**src/rtl/bram_write_ctrl_pkg.sv**
```systemverilog
// Shared types and constants for the status-BRAM write controller.
`timescale 1ns/1ps
package bram_write_ctrl_pkg;

    // Controller sequence: two write beats, optional two read-back beats, then done.
    typedef enum logic [2:0] {
        S_IDLE  = 3'd0,
        S_WR_LO = 3'd1,
        S_WR_HI = 3'd2,
        S_RD_LO = 3'd3,
        S_RD_HI = 3'd4,
        S_WAIT  = 3'd5,
        S_DONE  = 3'd6
    } state_t;

    // Byte-enable pattern for a full 32-bit beat write.
    localparam logic [3:0] BRAM_WE_ALL = 4'hF;

    // Bytes per BRAM beat; the high beat lives at the low-beat address plus this.
    localparam int BEAT_BYTES = 4;

endpackage

```
**src/rtl/bram_write_ctrl.sv**
```systemverilog
// Writes a 64-bit word to a 32-bit native BRAM port as two beats, optionally
// reads both beats back and compares, then pulses WR_DONE (with WR_ERR).
`timescale 1ns/1ps
module bram_write_ctrl
    import bram_write_ctrl_pkg::*;
#(
    parameter int ADDR_W = 32,
    parameter bit VERIFY = 1'b1,
    parameter int RD_LAT = 2
) (
    input  logic              ACLK,
    input  logic              ARESETN,
    input  logic              WR_START,
    input  logic [ADDR_W-1:0] WR_ADDR,
    input  logic [63:0]       WR_DATA,
    output logic              WR_DONE,
    output logic              WR_ERR,
    output logic              BRAM_EN,
    output logic [3:0]        BRAM_WE,
    output logic [ADDR_W-1:0] BRAM_ADDR,
    output logic [31:0]       BRAM_DIN,
    input  logic [31:0]       BRAM_DOUT
);

    // Capture points, counted in clock edges from entry into S_RD_LO.
    localparam logic [2:0]        LO_TAP    = 3'(RD_LAT - 1);
    localparam logic [2:0]        HI_TAP    = 3'(RD_LAT);
    localparam logic [ADDR_W-1:0] BEAT_STEP = ADDR_W'(BEAT_BYTES);

    state_t              state_reg, state_next;
    logic [ADDR_W-1:0]   a_reg, a_next;
    logic [63:0]         d_reg, d_next;
    logic                err_reg, err_next;
    logic [2:0]          cnt_reg, cnt_next;

    logic                en_reg, en_next;
    logic [3:0]          we_reg, we_next;
    logic [ADDR_W-1:0]   addr_reg, addr_next;
    logic [31:0]         din_reg, din_next;
    logic                done_reg, done_next;
    logic                werr_reg, werr_next;

    logic                in_read;
    logic                lo_tap;
    logic                hi_tap;
    logic [31:0]         exp_beat;
    logic [BEAT_BYTES-1:0] lane_mis;
    logic                beat_bad;

    assign in_read  = (state_reg == S_RD_LO) || (state_reg == S_RD_HI) || (state_reg == S_WAIT);
    assign lo_tap   = in_read && (cnt_reg == LO_TAP);
    assign hi_tap   = in_read && (cnt_reg == HI_TAP);
    assign exp_beat = hi_tap ? d_reg[63:32] : d_reg[31:0];

    // Per-byte-lane compare of the returning read data against the latched word.
    genvar gi;
    generate
        for (gi = 0; gi < BEAT_BYTES; gi++) begin : g_lane
            assign lane_mis[gi] = (BRAM_DOUT[8*gi +: 8] != exp_beat[8*gi +: 8]);
        end
    endgenerate

    assign beat_bad = (lo_tap || hi_tap) && (|lane_mis);

    // Next-state, request latching, read-back compare and next BRAM/handshake outputs.
    always_comb begin
        state_next = state_reg;
        a_next     = a_reg;
        d_next     = d_reg;
        err_next   = err_reg;
        cnt_next   = 3'd0;

        case (state_reg)
            S_IDLE: begin
                if (WR_START) begin
                    a_next     = {WR_ADDR[ADDR_W-1:3], 3'b000};
                    d_next     = WR_DATA;
                    err_next   = (WR_ADDR[2:0] != 3'b000);
                    state_next = S_WR_LO;
                end
            end
            S_WR_LO: state_next = S_WR_HI;
            S_WR_HI: state_next = VERIFY ? S_RD_LO : S_DONE;
            S_RD_LO: begin
                cnt_next   = cnt_reg + 3'd1;
                state_next = S_RD_HI;
            end
            S_RD_HI: begin
                // With RD_LAT=1 the high beat is already back here, so WAIT is skipped.
                cnt_next   = cnt_reg + 3'd1;
                state_next = hi_tap ? S_DONE : S_WAIT;
            end
            S_WAIT: begin
                cnt_next = cnt_reg + 3'd1;
                if (hi_tap) begin
                    state_next = S_DONE;
                end
            end
            S_DONE:  state_next = S_IDLE;
            default: state_next = S_IDLE;
        endcase

        if (beat_bad) begin
            err_next = 1'b1;
        end

        // Outputs are registered from the upcoming state so they are glitch-free
        // and line up with the state they belong to.
        en_next   = 1'b0;
        we_next   = 4'h0;
        addr_next = addr_reg;
        din_next  = din_reg;
        done_next = 1'b0;
        werr_next = 1'b0;

        case (state_next)
            S_WR_LO: begin
                en_next   = 1'b1;
                we_next   = BRAM_WE_ALL;
                addr_next = a_next;
                din_next  = d_next[31:0];
            end
            S_WR_HI: begin
                en_next   = 1'b1;
                we_next   = BRAM_WE_ALL;
                addr_next = a_next + BEAT_STEP;
                din_next  = d_next[63:32];
            end
            S_RD_LO: begin
                en_next   = 1'b1;
                addr_next = a_next;
            end
            S_RD_HI: begin
                en_next   = 1'b1;
                addr_next = a_next + BEAT_STEP;
            end
            S_DONE: begin
                done_next = 1'b1;
                werr_next = err_next;
            end
            default: begin
                en_next = 1'b0;
            end
        endcase
    end

    // FSM state register; reset aborts any request in flight.
    always_ff @(posedge ACLK or negedge ARESETN) begin
        if (!ARESETN) begin
            state_reg <= S_IDLE;
        end else begin
            state_reg <= state_next;
        end
    end

    // Latched request, latency counter and registered port outputs.
    always_ff @(posedge ACLK or negedge ARESETN) begin
        if (!ARESETN) begin
            a_reg    <= '0;
            d_reg    <= '0;
            err_reg  <= 1'b0;
            cnt_reg  <= 3'd0;
            en_reg   <= 1'b0;
            we_reg   <= 4'h0;
            addr_reg <= '0;
            din_reg  <= '0;
            done_reg <= 1'b0;
            werr_reg <= 1'b0;
        end else begin
            a_reg    <= a_next;
            d_reg    <= d_next;
            err_reg  <= err_next;
            cnt_reg  <= cnt_next;
            en_reg   <= en_next;
            we_reg   <= we_next;
            addr_reg <= addr_next;
            din_reg  <= din_next;
            done_reg <= done_next;
            werr_reg <= werr_next;
        end
    end

    assign WR_DONE   = done_reg;
    assign WR_ERR    = werr_reg;
    assign BRAM_EN   = en_reg;
    assign BRAM_WE   = we_reg;
    assign BRAM_ADDR = addr_reg;
    assign BRAM_DIN  = din_reg;

endmodule

```
**config.mk**
```make
export PLATFORM = sky130hd
export DESIGN_NAME = bram_write_ctrl
export DESIGN_NICKNAME = d
export VERILOG_FILES = /design/src/rtl/bram_write_ctrl_pkg.sv /design/src/rtl/bram_write_ctrl.sv
export SDC_FILE = /design/constraint.sdc
export NUM_CORES = 1
export LEC_CHECK = 0
export CAP_MARGIN = 20
export CORE_MARGIN = 2
export CORE_UTILIZATION = 45
export CTS_CLUSTER_SIZE = 10
export DETAILED_ROUTE_END_ITERATION = 8
export PLACE_DENSITY = 0.76
export SYNTH_ARGS = -nofsm -noshare
export SYNTH_HDL_FRONTEND = slang
export SYNTH_SLANG_ARGS = --single-unit
```
**constraint.sdc**
```tcl
create_clock -name ACLK -period 2.7 [get_ports ACLK]
set_input_delay 0.81 -clock ACLK [delete_from_list [all_inputs] [get_ports ACLK]]
set_output_delay 0.81 -clock ACLK [all_outputs]
set_load 0.01 [all_outputs]
```
**Yosys cells after proc, flatten, opt, wreduce, memory -nomap -nowiden**

Index checks and enable logic that the tools add are counted.

- $add $sub $neg: 2
- Eq/ne operators: 16
- Multiplexer cells: 19
- Reduce and logical (&&, ||, !) cells: 16

Operators by type and width:

| kind | number |
|---|---|
| 2-to-1 mux 64 bit | 2 |
| case mux 32 bit (2 select lines) | 2 |
| 2-to-1 mux 32 bit | 3 |
| adder 32 x 3 -> 32 bit, second input constant | 1 |
| != test 8 bit | 4 |
| case mux 3 bit (6 select lines) | 1 |
| == test 3 x 2 -> 1 bit, second input constant | 5 |
| == test 3 bit, second input constant | 4 |
| == test 3 x 1 -> 1 bit, second input constant | 3 |
| 2-to-1 mux 3 bit | 3 |
| OR reduction 4 bit | 2 |
| 2-to-1 mux 1 bit | 6 |
| OR reduction 2 bit | 3 |
| 2-to-1 mux 4 bit | 1 |
| nonzero test 2 bit | 2 |
| adder 3 x 1 -> 3 bit, second input constant | 1 |
| logical AND 1 bit | 3 |
| zero test 3 bit | 1 |
| logical OR 1 bit | 3 |
| nonzero test 3 bit | 1 |
| OR reduction 3 bit | 1 |
| 2-to-1 mux 2 bit | 1 |

- Register bits: 174
- Bits of input ports: 131
- Output and inout bits: 71
- Logic and storage cells: 64

**Logic depth before layout (Yosys ltp)**

Gate-level depths: netlist of the first run.

- Depth after elaboration: 10
- Gate-level depth with buffers: 12
- Mapped depth without buffers: 10

**Worst setup path after synthesis of the first run**

No wires, ideal clock.

- Kind: input port to flip-flop
- From: input port WR_START
- To: register addr_reg[20] (netlist: BRAM_ADDR[20])
- Setup time: 0.132 ns
- Arrival: 3.028 ns
- Data required time: 2.568 ns
- Path slack: -0.460 ns
- Stages on the path: 11
- Buffers on the path: 3
- Path through: or4b_4 > buf_6 > clkbuf_1 > clkbuf_1 > and2_1 > ha_1 > nand3_1 > or4_4 > nor3b_2 > xnor2_1 > o21ai_1

- Elaborated cells on any way between the ends: 13
- Classes of those cells: add/sub (1); eq/ne (4); mux (5); reduce/logical (3)

RTL lines:

| what | line | source |
|---|---|---|
| start: declaration | bram_write_ctrl.sv:13 | `input logic WR_START,` |
| 2-to-1 mux 32 bit | bram_write_ctrl.sv:75 | `if (WR_START) begin` |
| 2-to-1 mux 32 bit | bram_write_ctrl.sv:73 | `case (state_reg)` |
| net a_next[2] | bram_write_ctrl.sv:31 | `logic [ADDR_W-1:0] a_reg, a_next;` |
| adder 32 x 3 -> 32 bit | bram_write_ctrl.sv:126, bram_write_ctrl.sv:135 |  |
| case mux 32 bit (2 select lines) | bram_write_ctrl.sv:116 | `case (state_next)` |
| end signal: assignment | bram_write_ctrl.sv:176 | `addr_reg <= addr_next;` |
| end: declaration | bram_write_ctrl.sv:38 | `logic [ADDR_W-1:0] addr_reg, addr_next;` |

The timed path passes the listed nets, and every way through them passes these cells.
A chain may end at the register's enable or synchronous reset.

**Worst setup path in the final report of the first run**

- From: input port WR_ADDR[13]
- To: register addr_reg[26] (netlist: BRAM_ADDR[26])

- Longest elaborated chain between the ends: 4

RTL lines:

| what | line | source |
|---|---|---|
| start: declaration | bram_write_ctrl.sv:14 | `input logic [ADDR_W-1:0] WR_ADDR,` |
| 2-to-1 mux 32 bit | bram_write_ctrl.sv:75 |  |
| 2-to-1 mux 32 bit | bram_write_ctrl.sv:73 |  |
| adder 32 x 3 -> 32 bit | bram_write_ctrl.sv:126, bram_write_ctrl.sv:135 |  |
| case mux 32 bit (2 select lines) | bram_write_ctrl.sv:116 |  |

Every way passes these cells.

==> out/results.tsv, run 1 <==
metric	value	unit
diodes	0	
cpMaxStageDelayCell	or4_4	
syn_area	8390	sq um
synth_edf_count	0	
status	complete, no violations	
synth.avg_cell_area	9.20	sq um
drtIter0Drc	696	
grt_pass1_wl	41.5	mm
rsz0062_at_grt	yes	
crit_chain	clkdlybuf4s50_1 > nand3_1 > mux2i_4 > nand2_2 > buf_4 > or4_4 > nor3b_4 > xnor2_1 > o21ai_1	
hold_violations	0	
gr-total-overflow	0	
crit_buf_inv	2	
yosysMostFrequentCell	nand2_1	
antenna_left	0	
die_h	141	um
synthDistinctLibCells	72	
fin_crit_sh	0.983	
worstSetupPathType	in2reg	
synth.top_cell.area_share	0.510	
clk-insertion-delay-late	440	ps
cp_max_fo	5	
fmax	377	MHz
largest_reg_flops	64	
routedWlPerCell	18.1	um
finalSetupViolCount	0	
grtUsageTotal	0.267	
relSlewSlack	0.577	
boundaryPins	202	
via_count	7922	
row_count	49	
dieArea	19800	sq um
worst_ep_arrival_time	2970	ps
fin_nets	1357	
power.leakage	5.58	nW
final.setup.tns	0	ps
root_buffer	clkbuf_16	
grt_max_degree	58	
dpl_cell_area	11500	sq um
irDropWorstVdd	0.572	mV
drt-total-wl	26.5	mm
htreeDepth	4	
cts_tree	yes	
syn_to_final_growth	46.5	%
finalMaxSlewViolations	0	
hpwlAfterDp	19.5	mm
pre_cts_slack	-707	ps
final_area	12300	sq um
die_w	141	um
yosys.area.top_type	dfrtp_1	
cts_sinks	171	
crit_family	simple AND/OR/NAND/NOR gates	
ys_seq_area_frac	0.510	
viasPerCell	5.41	
cts_buffer_depth	2	
cp_data_required_time	3010	ps
synth-warning-count	0	
dr.pass1.iters	5	
layout_min_cycle_time	2650	ps
start_util	0.462	
ys_top_cells_by_count	nand2_1, dfrtp_1, nor2_1, xnor2_1	
yosys-top-cells-area	dfrtp_1, nand2_1, xnor2_1	
setup_ws	45.6	ps
worstMarginPinSlew	635	ps
antenna_found_initial	0	
drive_above_1_share	0.180	
numCtsBuffers	17	
crit_path_start_kind	input port	
p_per_area	1130	nW/um^2
synthFlopType	dfrtp_1	
skew	11.4	ps
maxCapViolCount	0	
synth_async_sr_flop_share	1.00	
core-area	18100	sq um
mappedNetlistNets	1047	
grt_pass1_vias	7985	
post-route-drc-count	0	
clkTransAtPathRegs	70	ps
syn_inst	912	
numPortBuffers	201	
crit_path_end_kind	flop	
synth.ff_latch_count	171	
hold_class	in2async	
slowest_delay	560	ps
post-route-util	0.678	
routabilityCongestion	0.949	
[placed cells by master (no fill, tap or decap), drive strengths merged, types with 20 or more instances in the layout]
cell,n
o21ai,45
buf,138
a31oi,30
inv,41
xnor2,40
xor2,20
nor2,46
nand2,267
nand3,20
dfrtp,171
clkdlybuf4s50,199
[worst paths after layout]
check                               from       endpoint  slack [ps]  depth (start not counted)
max                          WR_ADDR[13]  BRAM_ADDR[26]          50                          9
min                              ARESETN      d_reg[58]         310                          1
max reg2reg                 state_reg[0]  BRAM_ADDR[26]          70                          8
min reg2reg                BRAM_ADDR[24]  BRAM_ADDR[24]         490                          2
max in group asynchronous        ARESETN   BRAM_DIN[13]        1700                          2
min in group ACLK          BRAM_ADDR[24]  BRAM_ADDR[24]         490                          2
[cells by family after synthesis]
family                     Yosys count  share of synthesized area
xor gates and xnor gates            60                     0.0626
AOI/OAI and AO/OA                  159                      0.130
adders and majority gates            4                    0.00596
muxes                               18                     0.0244
DFF                                171                      0.510
and+or+nand+nor                    418                      0.225
buffers and inverters               82                     0.0420
[where the power goes]
part / leakage [nW] / internal, mW / switching, mW / total (mW)
sequential: 2.10 / 3.79 / 0.826 / 4.61
clock: 0.293 / 1.48 / 1.11 / 2.58
combinational: 3.19 / 3.28 / 3.39 / 6.66
[routing by layer]
| layer | track usage | share of wire |
|---|---|---|
| met2 | 0.456 | 0.50 |
| met3 | 0.0611 | 0.077 |
| met1 | 0.341 | 0.40 |
| met4 | 0.0837 | 0.021 |
| met5 | 0 | 0 |
[per-stage QoR]
step	std cells	power (mW)	hold WS (ps)
after floorplan	912	7.97	444
after global placement	1419	10.8	463
after detailed placement	1419	11.0	471
after CTS	1454	13.7	333
after global routing	1464	14.7	354
final	1464	13.9	308
[what timing repair did]
item / in CTS / in global routing
setup buffers: 3 / 10
hold buffers: 0 / 0
endpoints found under the setup margin: 23 / 13
gates resized for setup: 7 / 25
pin swaps: 5 / 13
[cell type report]
class,count,area [sq um]
clock buffers,18,429
clock inverters,14,180
fillers,1379,5850
inverters,35,131
multi-input cells,659,3890
flip-flops and latches,171,4280
well taps,229,287
repair buffers,338,3100
[worst register-to-register path, cell delays in order (launching register included)]
cell and delay (ps):
dfrtp_2 430, or4b_4 610, mux2i_4 200, nand2_2 80, buf_4 130, or4_4 560, nor3b_4 250, xnor2_1 160
o21ai_1 80
(Power assumes the default switching activity.)
==> run 2, diff against run 1 <==
Settings changed: CTS_CLUSTER_SIZE 10 to 24.
==> results of run 2 <==
The final DEF is identical to that of run 1; final timing and power are the same.
==> run 3, diff against run 2 <==
Settings changed: CORE_UTILIZATION 45 to 46, PLACE_DENSITY 0.76 to 0.75.
Clock period 2.7 ns to 2.65 ns, I/O delays scaled along.
==> run 3 against run 2 <==
Effect of this change: sequential power increased by 1%; flip-flop and latch count unchanged; cell area is 0.47% higher; total power increased by 1.8%; clock power barely moved; critical path type unchanged; critical path depth is the same; hold slack improved by 44 ps.
==> out/results.tsv, run 3 (same netlist as run 1, synthesis figures left out) <==
metric	value	unit	change
cp_data_required_time	2970	ps	-40 ps
antenna_left	0		unchanged
swShare	0.380		-0.00393
clkTransAtPathRegs	60	ps	about the same
crit_path_start_kind	input port		
antenna_found_initial	0		unchanged
crit_chain	clkdlybuf4s50_1 > buf_4 > a221oi_1 > buf_4 > nand4_1 > o31ai_2 > nand3_2 > nor4_4 > o21ba_1		
maxCapViolCount	0		unchanged
irDropWorstVdd	0.673	mV	+18%
syn_to_final_growth	47.2	%	
cts_tree	yes		
fin_crit_sh	0.993		
combPwrFrac	0.486		+0.005
layout_min_cycle_time	2630	ps	
grt_pass1_vias	8178		+2.4%
gr-total-overflow	0		unchanged
numPortBuffers	201		unchanged
finalSetupViolCount	0		unchanged
rrSetupSlack	130	ps	+60 ps
fin_nets	1362		+0.37%
finalMaxSlewViolations	0		unchanged
routedWlPerCell	17.7	um	-2.4%
viasPerCell	5.38		-0.58%
p_sw	5.36	mW	+0.77%
row_count	49		unchanged
drtIter0Drc	577		-17%
final_cell_mix	nand2_1, clkdlybuf4s50_1, dfrtp_1		
cp_max_fo	2		-3
grt_pass1_wl	41.2	mm	-0.86%
drive_above_1_share	0.190		+0.0106
power	14.1	mW	+1.8%
worst_ep_arrival_time	2950	ps	-20 ps
cts_sinks	171		unchanged
dr.pass1.iters	6		+1
slowest_delay	460	ps	-100 ps
hold_violations	0		unchanged
cp-startpoint	BRAM_DOUT[0]		
numCtsBuffers	17		unchanged
routabilityCongestion	0.940		-0.99%
post-route-util	0.690		+0.0125
power.leakage	5.56	nW	-0.38%
final_common_cell	nand2_1		
setup_ws	19.6	ps	-26.0 ps
status	complete, no violations		
crit_path_end_kind	flop		
relSlewSlack	0.586		+0.00994
crit_end	err_reg		
r2r_cells	10		+2
cpMaxStageDelayCell	clkdlybuf4s50_1		
root_buffer	clkbuf_16		
post-route-drc-count	0		unchanged
grt_max_degree	64		+10%
hold_class	in2async		
p_per_area	1140	nW/um^2	+1.3%
skew	10.7	ps	-0.759 ps
timing.rr.end	BRAM_ADDR[30]		
largest_reg_flops	64		unchanged
via_count	7903		-0.24%
htreeDepth	4		unchanged
die_h	139	um	-1.1%
boundaryPins	202		unchanged
diodes	0		unchanged
die_w	139	um	-1.1%
fmax	380	MHz	
internal_power	8.75	mW	+2.5%
dieArea	19300	sq um	-2.1%
r2r_start	state_reg[1]		
worstSetupPathType	in2reg		
start_util	0.469		+0.00634
clkPwrFrac	0.183		-0.003
drt-total-wl	26.0	mm	-2.1%
cts_buffer_depth	2		unchanged
grtUsageTotal	0.269		+0.00138
core-area	17900	sq um	-1.4%
fillers	1415		+2.6%
clk-insertion-delay-late	440	ps	about the same
seqPwrFrac	0.331		-0.002
hpwlAfterDp	19.4	mm	-0.63%
worstMarginPinSlew	620	ps	-14.9 ps
pre_cts_slack	-839	ps	-132 ps
crit_top_cell	buf_4		
run 3: metrics by stage:
step	TNS (ps)	hold slack (ps)	cells	instance area, sq um
floorplan	-1330	444	912	8460
global placement	-24350	462	1436	11600
detailed placement	-28450	464	1436	11600
CTS	-35.6	372	1468	12200
global route	-25.9	394	1469	12400
finish	0	352	1469	12400
run 3: worst min path at each step:
stage                     cells past startpoint         to       from  slack (ps)
final                                         1    WR_DONE    ARESETN         350
after global routing                          1  a_reg[21]    ARESETN         390
after CTS                                     1  d_reg[58]    ARESETN         370
after detailed placement                      2  d_reg[26]  d_reg[26]         460
after global placement                        2  d_reg[26]  d_reg[26]         460
after floorplan                               1   a_reg[0]   a_reg[0]         440
run 3: critical path, delay by kind of cell:
family / cells / cell delay (ps)
buf+inv: 3 / 800
compound gates: 3 / 750
simple gates: 3 / 610
run 3: cell type report:
cell class	count	area [sq um]	share of cell area
clock inverters	13	165	0.0134
well taps	229	287	0.0232
inverters	35	134	0.0108
clock buffers	19	443	0.0358
flip-flops and latches	171	4280	0.346
multi-input cells	659	3940	0.319
repair buffers	343	3110	0.252
run 3: per-layer routing:
layer	track usage	wire length [um]	vias up
met1	0.339	10800	3792
met5	0	0	-
li1	-	-	3732
met4	0.111	824	0
met3	0.0611	1690	56
met2	0.449	12700	323
run 3: timing repair:
item	in CTS	in global routing
hold buffers	0	0
setup buffers	0	1
pin swaps	4	13
setup endpoints to repair	34	15
cloned	0	0
gates resized for setup	7	30
run 3: power by group through the flow:
stage	clock network, mW	registers (mW)	logic (mW)
floorplan	0	4.70	3.43
global placement	0	4.64	6.51
detailed placement	0	4.67	6.67
CTS	2.61	4.65	6.74
global route	2.72	4.81	7.49
finish	2.58	4.67	6.86
